### src/rtl/multi_track_loop_ctrl.sv
// ---------------------------------------------------------------------------
// multi_track_loop_ctrl
//   Multi-track audio looper controller. The first recording sets the master
//   loop length. Later tracks are overdubbed phase-locked to that loop, one
//   loop pass at a time. The block drives the shared sample address and the
//   per-track record/play enables for the track memories.
//
// Ports
//   clk, rst      system clock, asynchronous active-high reset
//   sample_tick   one-cycle strobe per audio sample (address advance)
//   rec_req       per-track record button pulses (lowest index wins)
//   play_req      global run/stop toggle pulse
//   clear_req     erase all tracks and the loop length
//   addr          shared sample address
//   loop_len      captured loop length in samples (0 = none)
//   rec_en        per-track write enable (at most one bit set)
//   play_en       per-track read enable
//   track_valid   per-track "holds content" flags
//   wrap          one-cycle pulse on the tick where addr returns to 0
//   led_rec       any track recording
//   led_play      loop running
// ---------------------------------------------------------------------------
module multi_track_loop_ctrl #(
  parameter int NUM_TRACKS = 4,
  parameter int ADDR_W     = 16
) (
  input  logic                  clk,
  input  logic                  rst,
  input  logic                  sample_tick,
  input  logic [NUM_TRACKS-1:0] rec_req,
  input  logic                  play_req,
  input  logic                  clear_req,
  output logic [ADDR_W-1:0]     addr,
  output logic [ADDR_W:0]       loop_len,
  output logic [NUM_TRACKS-1:0] rec_en,
  output logic [NUM_TRACKS-1:0] play_en,
  output logic [NUM_TRACKS-1:0] track_valid,
  output logic                  wrap,
  output logic                  led_rec,
  output logic                  led_play
);

  typedef enum logic [1:0] {S_EMPTY, S_REC_MASTER, S_RUN, S_STOP} state_e;

  localparam logic [ADDR_W-1:0] ADDR_MAX = '1;

  state_e                state_q, state_d;
  logic [ADDR_W-1:0]     addr_q, addr_d;
  logic [ADDR_W:0]       loop_len_q, loop_len_d;
  logic [NUM_TRACKS-1:0] master_q, master_d;   // one-hot master track
  logic [NUM_TRACKS-1:0] arm_q, arm_d;         // one-hot armed overdub track
  logic [NUM_TRACKS-1:0] rec_en_q, rec_en_d;
  logic [NUM_TRACKS-1:0] play_en_q, play_en_d;
  logic [NUM_TRACKS-1:0] valid_q, valid_d;
  logic                  wrap_q, wrap_d;
  logic                  led_rec_q, led_rec_d;
  logic                  led_play_q, led_play_d;

  logic [NUM_TRACKS-1:0] sel;          // lowest set bit of rec_req
  logic                  at_end;       // addr is the last sample of the loop
  logic                  auto_stop;    // master recording fills the address space
  logic [ADDR_W:0]       master_len;   // samples recorded including this tick

  // NOTE: every variable below gets a default before the case so no path
  // leaves one unassigned; otherwise synthesis would infer latches.
  always_comb begin
    state_d    = state_q;
    addr_d     = addr_q;
    loop_len_d = loop_len_q;
    master_d   = master_q;
    arm_d      = arm_q;
    rec_en_d   = rec_en_q;
    valid_d    = valid_q;
    wrap_d     = 1'b0;
    sel        = rec_req & (~rec_req + NUM_TRACKS'(1));
    at_end     = ({1'b0, addr_q} == loop_len_q - (ADDR_W+1)'(1));
    auto_stop  = sample_tick && (addr_q == ADDR_MAX);
    master_len = {1'b0, addr_q} + (ADDR_W+1)'(sample_tick);

    if (clear_req) begin
      state_d    = S_EMPTY;
      addr_d     = '0;
      loop_len_d = '0;
      master_d   = '0;
      arm_d      = '0;
      rec_en_d   = '0;
      valid_d    = '0;
    end else begin
      case (state_q)
        S_EMPTY: begin
          // play_req outranks rec_req; it is ignored here but still blocks it.
          if (!play_req && sel != '0) begin
            state_d  = S_REC_MASTER;
            master_d = sel;
            addr_d   = '0;
            rec_en_d = sel;
          end
        end

        S_REC_MASTER: begin
          if (play_req) begin
            state_d  = S_EMPTY;
            addr_d   = '0;
            master_d = '0;
            rec_en_d = '0;
          end else begin
            if (sample_tick) addr_d = addr_q + ADDR_W'(1);
            if ((sel & master_q) != '0 || auto_stop) begin
              rec_en_d = '0;
              addr_d   = '0;
              if (master_len == '0) begin
                state_d = S_EMPTY;
              end else begin
                state_d    = S_RUN;
                loop_len_d = master_len;
                valid_d    = master_q;
                wrap_d     = auto_stop;
              end
            end
          end
        end

        S_RUN: begin
          if (play_req) begin
            // A running overdub keeps what it has written so far.
            state_d  = S_STOP;
            arm_d    = '0;
            valid_d  = valid_q | rec_en_q;
            rec_en_d = '0;
          end else begin
            if (sample_tick) begin
              addr_d = at_end ? '0 : addr_q + ADDR_W'(1);
              if (at_end) begin
                wrap_d   = 1'b1;
                valid_d  = valid_q | rec_en_q;   // finished pass
                rec_en_d = arm_q;                // armed track starts at addr 0
                arm_d    = '0;
              end
            end
            // Requests are judged against the registered arm/record state so
            // a request landing on a wrap cannot start a recording early.
            if (sel != '0) begin
              if (arm_q == '0 && rec_en_q == '0) begin
                arm_d = sel;
              end else if ((sel & arm_q) != '0) begin
                arm_d    = '0;
                rec_en_d = rec_en_d & ~sel;
              end else if ((sel & rec_en_q) != '0) begin
                rec_en_d = '0;
                valid_d  = valid_d | sel;
              end
            end
          end
        end

        S_STOP: begin
          if (play_req) begin
            state_d = S_RUN;
            addr_d  = '0;
          end
        end

        default: state_d = S_EMPTY;
      endcase
    end

    play_en_d  = (state_d == S_RUN) ? valid_d : '0;
    led_rec_d  = |rec_en_d;
    led_play_d = (state_d == S_RUN);
  end

  // NOTE: sequential state uses non-blocking assignments so every flop
  // samples the pre-edge values of the others.
  always_ff @(posedge clk or posedge rst) begin
    if (rst) begin
      state_q    <= S_EMPTY;
      addr_q     <= '0;
      loop_len_q <= '0;
      master_q   <= '0;
      arm_q      <= '0;
      rec_en_q   <= '0;
      play_en_q  <= '0;
      valid_q    <= '0;
      wrap_q     <= 1'b0;
      led_rec_q  <= 1'b0;
      led_play_q <= 1'b0;
    end else begin
      state_q    <= state_d;
      addr_q     <= addr_d;
      loop_len_q <= loop_len_d;
      master_q   <= master_d;
      arm_q      <= arm_d;
      rec_en_q   <= rec_en_d;
      play_en_q  <= play_en_d;
      valid_q    <= valid_d;
      wrap_q     <= wrap_d;
      led_rec_q  <= led_rec_d;
      led_play_q <= led_play_d;
    end
  end

  assign addr        = addr_q;
  assign loop_len    = loop_len_q;
  assign rec_en      = rec_en_q;
  assign play_en     = play_en_q;
  assign track_valid = valid_q;
  assign wrap        = wrap_q;
  assign led_rec     = led_rec_q;
  assign led_play    = led_play_q;

endmodule

### config.mk
export PLATFORM = sky130hd
export DESIGN_NAME = multi_track_loop_ctrl
export DESIGN_NICKNAME = d
export VERILOG_FILES = /design/src/rtl/multi_track_loop_ctrl.sv
export SDC_FILE = /design/constraint.sdc
export NUM_CORES = 1
export LEC_CHECK = 0
export BUFFER_PORTS_ARGS = -buffer_cell sky130_fd_sc_hd__buf_2
export CORE_UTILIZATION = 60
export DETAILED_ROUTE_END_ITERATION = 8
export GPL_TIMING_DRIVEN = 0
export PLACE_DENSITY = 0.93
export SLEW_MARGIN = 20
export SYNTH_ARGS = -nofsm -noshare
export SYNTH_HDL_FRONTEND = slang
export SYNTH_SLANG_ARGS = --single-unit
### constraint.sdc
create_clock -name clk -period 6.7 [get_ports clk]
set_clock_uncertainty 0.05 [all_clocks]
set_input_delay 1.005 -clock clk [delete_from_list [all_inputs] [get_ports clk]]
set_output_delay 1.005 -clock clk [all_outputs]
set_load 0.1 [all_outputs]
==> metrics.txt <==
Post-Route WL 12700 microns; clk sink count 58; adder-cell share of the synthesized area 2.53%; commonest non-fill, non-tap cell in the layout buf_2; critical path class input port to register; Post-synth EDFFs 0; CP Data Required Time 6.85 ns; Final nets a little over 600; global-route wire length before repair approximately 20000 microns; Syn Nets 549; total die area 0.00776 sq mm; Synth Area in XOR/XNOR under 10%; initial antenna violation count 0; Post-Syn Area roughly 0.0044 sq mm; vias per std cell approximately 6.6; WP data arrival 4.49 ns; CTS tree done; clock root cell clkbuf_8; Diodes inserted 0; worst skew pair latency 0.34 ns; largest net degree at the start of global routing slightly below 60; most frequent cells in the layout buf_2 (60), dfrtp_1 (58), nand2_1 (49); Syn Inst Count 531; crit-path cells buf_2 -> ha_1 -> ha_1 -> nand3_1 -> or2_0 -> clkbuf_1 -> o41ai_1 -> o211ai_1 -> nor4b_2 -> nor3_2 -> mux2i_1 -> a2111oi_0 -> nor3b_1; period utilization 64.8%; CTS max path bufs 2; mean post-synth cell area around 8.4 sq um; Synth Area in Compound Gates 23.3%; worst-path maximum fanout 7; Final Max Slew Viols 0; Leakage 2.12 nW; Final min period 4.34 ns; Most common cell on crit path ha_1; final hold violations 0; PD cells 218 mW/mm^2; per-cell routed wire length 18.1 microns; Chip Height 88.1 microns; Worst-Margin Slew 0.783 ns; area leader, netlist dfrtp_1; placed instance area around 0.0048 sq mm; Starting Density between 60 and 70%; Distinct cells, synth 75; top achievable clock speed 230 MHz; TNS Setup 0 ns; die width 88.1 microns; RSZ-0062 raised after global routing no; Final Core Density between 60% and 70%; crit end category register; asr flop ratio synth 100%; vias in the first global route 3921; Ports 57; mux contribution to synthesized area 2.76%; main flop type after synthesis dfrtp_1; input/output buffers 54; Ys Warns 0; antenna viol nets, final 0; Max VDD drop 0.159 mV; final instance area 0.00503 sq mm; cts repair resizes 0; CP startpoint kind input port; GPL Wtd Cong 0.944; H-tree depth 3; layout cells sized above 1 15.6%; largest family of logic cells by synthesized area simple AND/OR/NAND/NOR gates; max cap viols 0; HP Class register to register; Pre-antenna DRT Iters 6; Max-slew headroom 47.6%; sequential share of the synthesized area 32.6%; Layout area overhead 13.0%; global-route usage over all layers roughly a third; Residual DRC 0; Yosys top cell area share 32.6%; CTS buffer count 9; slowest cell on the critical path a2111oi_0; count of hold buffers inserted by post-cts repair 0; row count 31; Design Power between 1 and 1.5 mW; Max stage delay on crit path 0.58 ns; Synth area leaders dfrtp_1 (33%), xnor2_1 (4.7%), nand2_1 (4.1%), nor2_1 (3.6%), a21oi_1 (3.0%); Yosys reg bits 58; Post-CTS Setup Inserts 0; outcome completed; Core ar. roughly 0.0072 sq mm; setup violators final 0; Via Count 4628; Clock Pin Slew Worst Setup and Hold Paths ~0.07 ns; drt first-iter violations 554; Simple-Gate Fraction of Synth Area 26.3%; dpl hpwl ~9400 microns; gr ovfl total 0
-- flip-flops by register name, indices dropped and copies added (netlist names) --
register,count
master_q,4
track_valid,4
led_rec,1
state_q,2
led_play,1
arm_q,4
wrap,1
rec_en,4
loop_len,17
play_en,4
addr,16
-- where the power goes --
group / internal [mW] / switching (mW)
logic: 0.105 / 0.294
clock network: 0.164 / 0.136
registers: 0.370 / 0.0279
total: 0.638 / 0.458
-- synthesized netlist by cell type, types with 3 or more instances --
master     n
xor2_1     8
o22ai_1    5
o21a_1     4
a21oi_1   27
o41ai_1    6
nor3_1    12
o221ai_1   4
a311oi_1   3
ha_1       9
nor3b_1    3
or4_1      4
and3_1     7
or3_1      4
mux2i_1   10
o31ai_1   10
o21ai_0   27
o21ai_1    3
a21boi_0   3
nor4_1     9
nor2_1    43
nand2b_1   6
a22o_1    11
nand4_1   12
nor2b_1    6
o211ai_1   3
a211oi_1  12
nand3_1   19
xnor2_1   24
and4_1     8
buf_1      3
dfrtp_1   58
a31oi_1    5
inv_1     23
clkbuf_1  27
nand2_1   49
buf_2      6
a22oi_1    3
nand3b_1   4
-- logic make-up (layout without fill, tap and decap cells) --
group,after synthesis,in the layout
AND/OR/NAND/NOR,210,210
multiplexers,12,12
XOR/XNOR,33,33
adder cells (fa/ha/maj),9,9
flip-flops,58,58
AO/OA/AOI/OAI,148,148
buffers and inverters,61,131
-- worst paths after layout --
kind	start	endpoint	slack, ns	cells after the start
setup / recovery	sample_tick	play_en[2]	2.36	13
hold / removal	master_q[2]	master_q[2]	0.49	1
setup reg to reg	addr[0]	play_en[2]	2.70	12
max in group asynchronous	rst	addr[12]	5.40	2
hold reg to reg	master_q[2]	master_q[2]	0.49	1
min in group asynchronous	rst	rec_en[1]	0.73	2
-- layout make-up --
class                   count  area, sq um
plain buffers              38          165
clock buffers              14          173
clock inverters             2         10.0
fillers                   591         2190
inverters                  23         88.8
multi-input cells         412         2750
flip-flops and latches     58         1450
well taps                  99          124
repair buffers             54          270
-- per-stage QoR --
| stage | hold slack [ns] | worst slack [ns] | std cells |
|---|---|---|---|
| 2_1_floorplan | 0.437 | 2.76 | 531 |
| 5_1_grt | 0.516 | 2.08 | 700 |
| 3_5_place_dp | 0.475 | 2.24 | 684 |
| 6_report | 0.489 | 2.36 | 700 |
| 4_1_cts | 0.490 | 2.57 | 700 |
| 3_3_place_gp | 0.470 | 2.31 | 684 |
-- worst max-delay path, delay by kind of cell --
kind | cells | cell delay (ns)
and+or+nand+nor | 5 | 1.33
AOI/OAI and AO/OA | 3 | 1.12
adders and majority gates | 2 | 0.50
buffers and inverters | 2 | 0.35
muxes | 1 | 0.17
-- per-layer routing --
layer	vias to the layer above	GRT usage (%)	routed length, microns
li1	2114	-	-
met1	2155	49.9	5550
met2	316	49.0	5480
met3	43	5.66	1340
met4	0	11.6	313
met5	-	0	0
(Power assumes the default switching activity.)
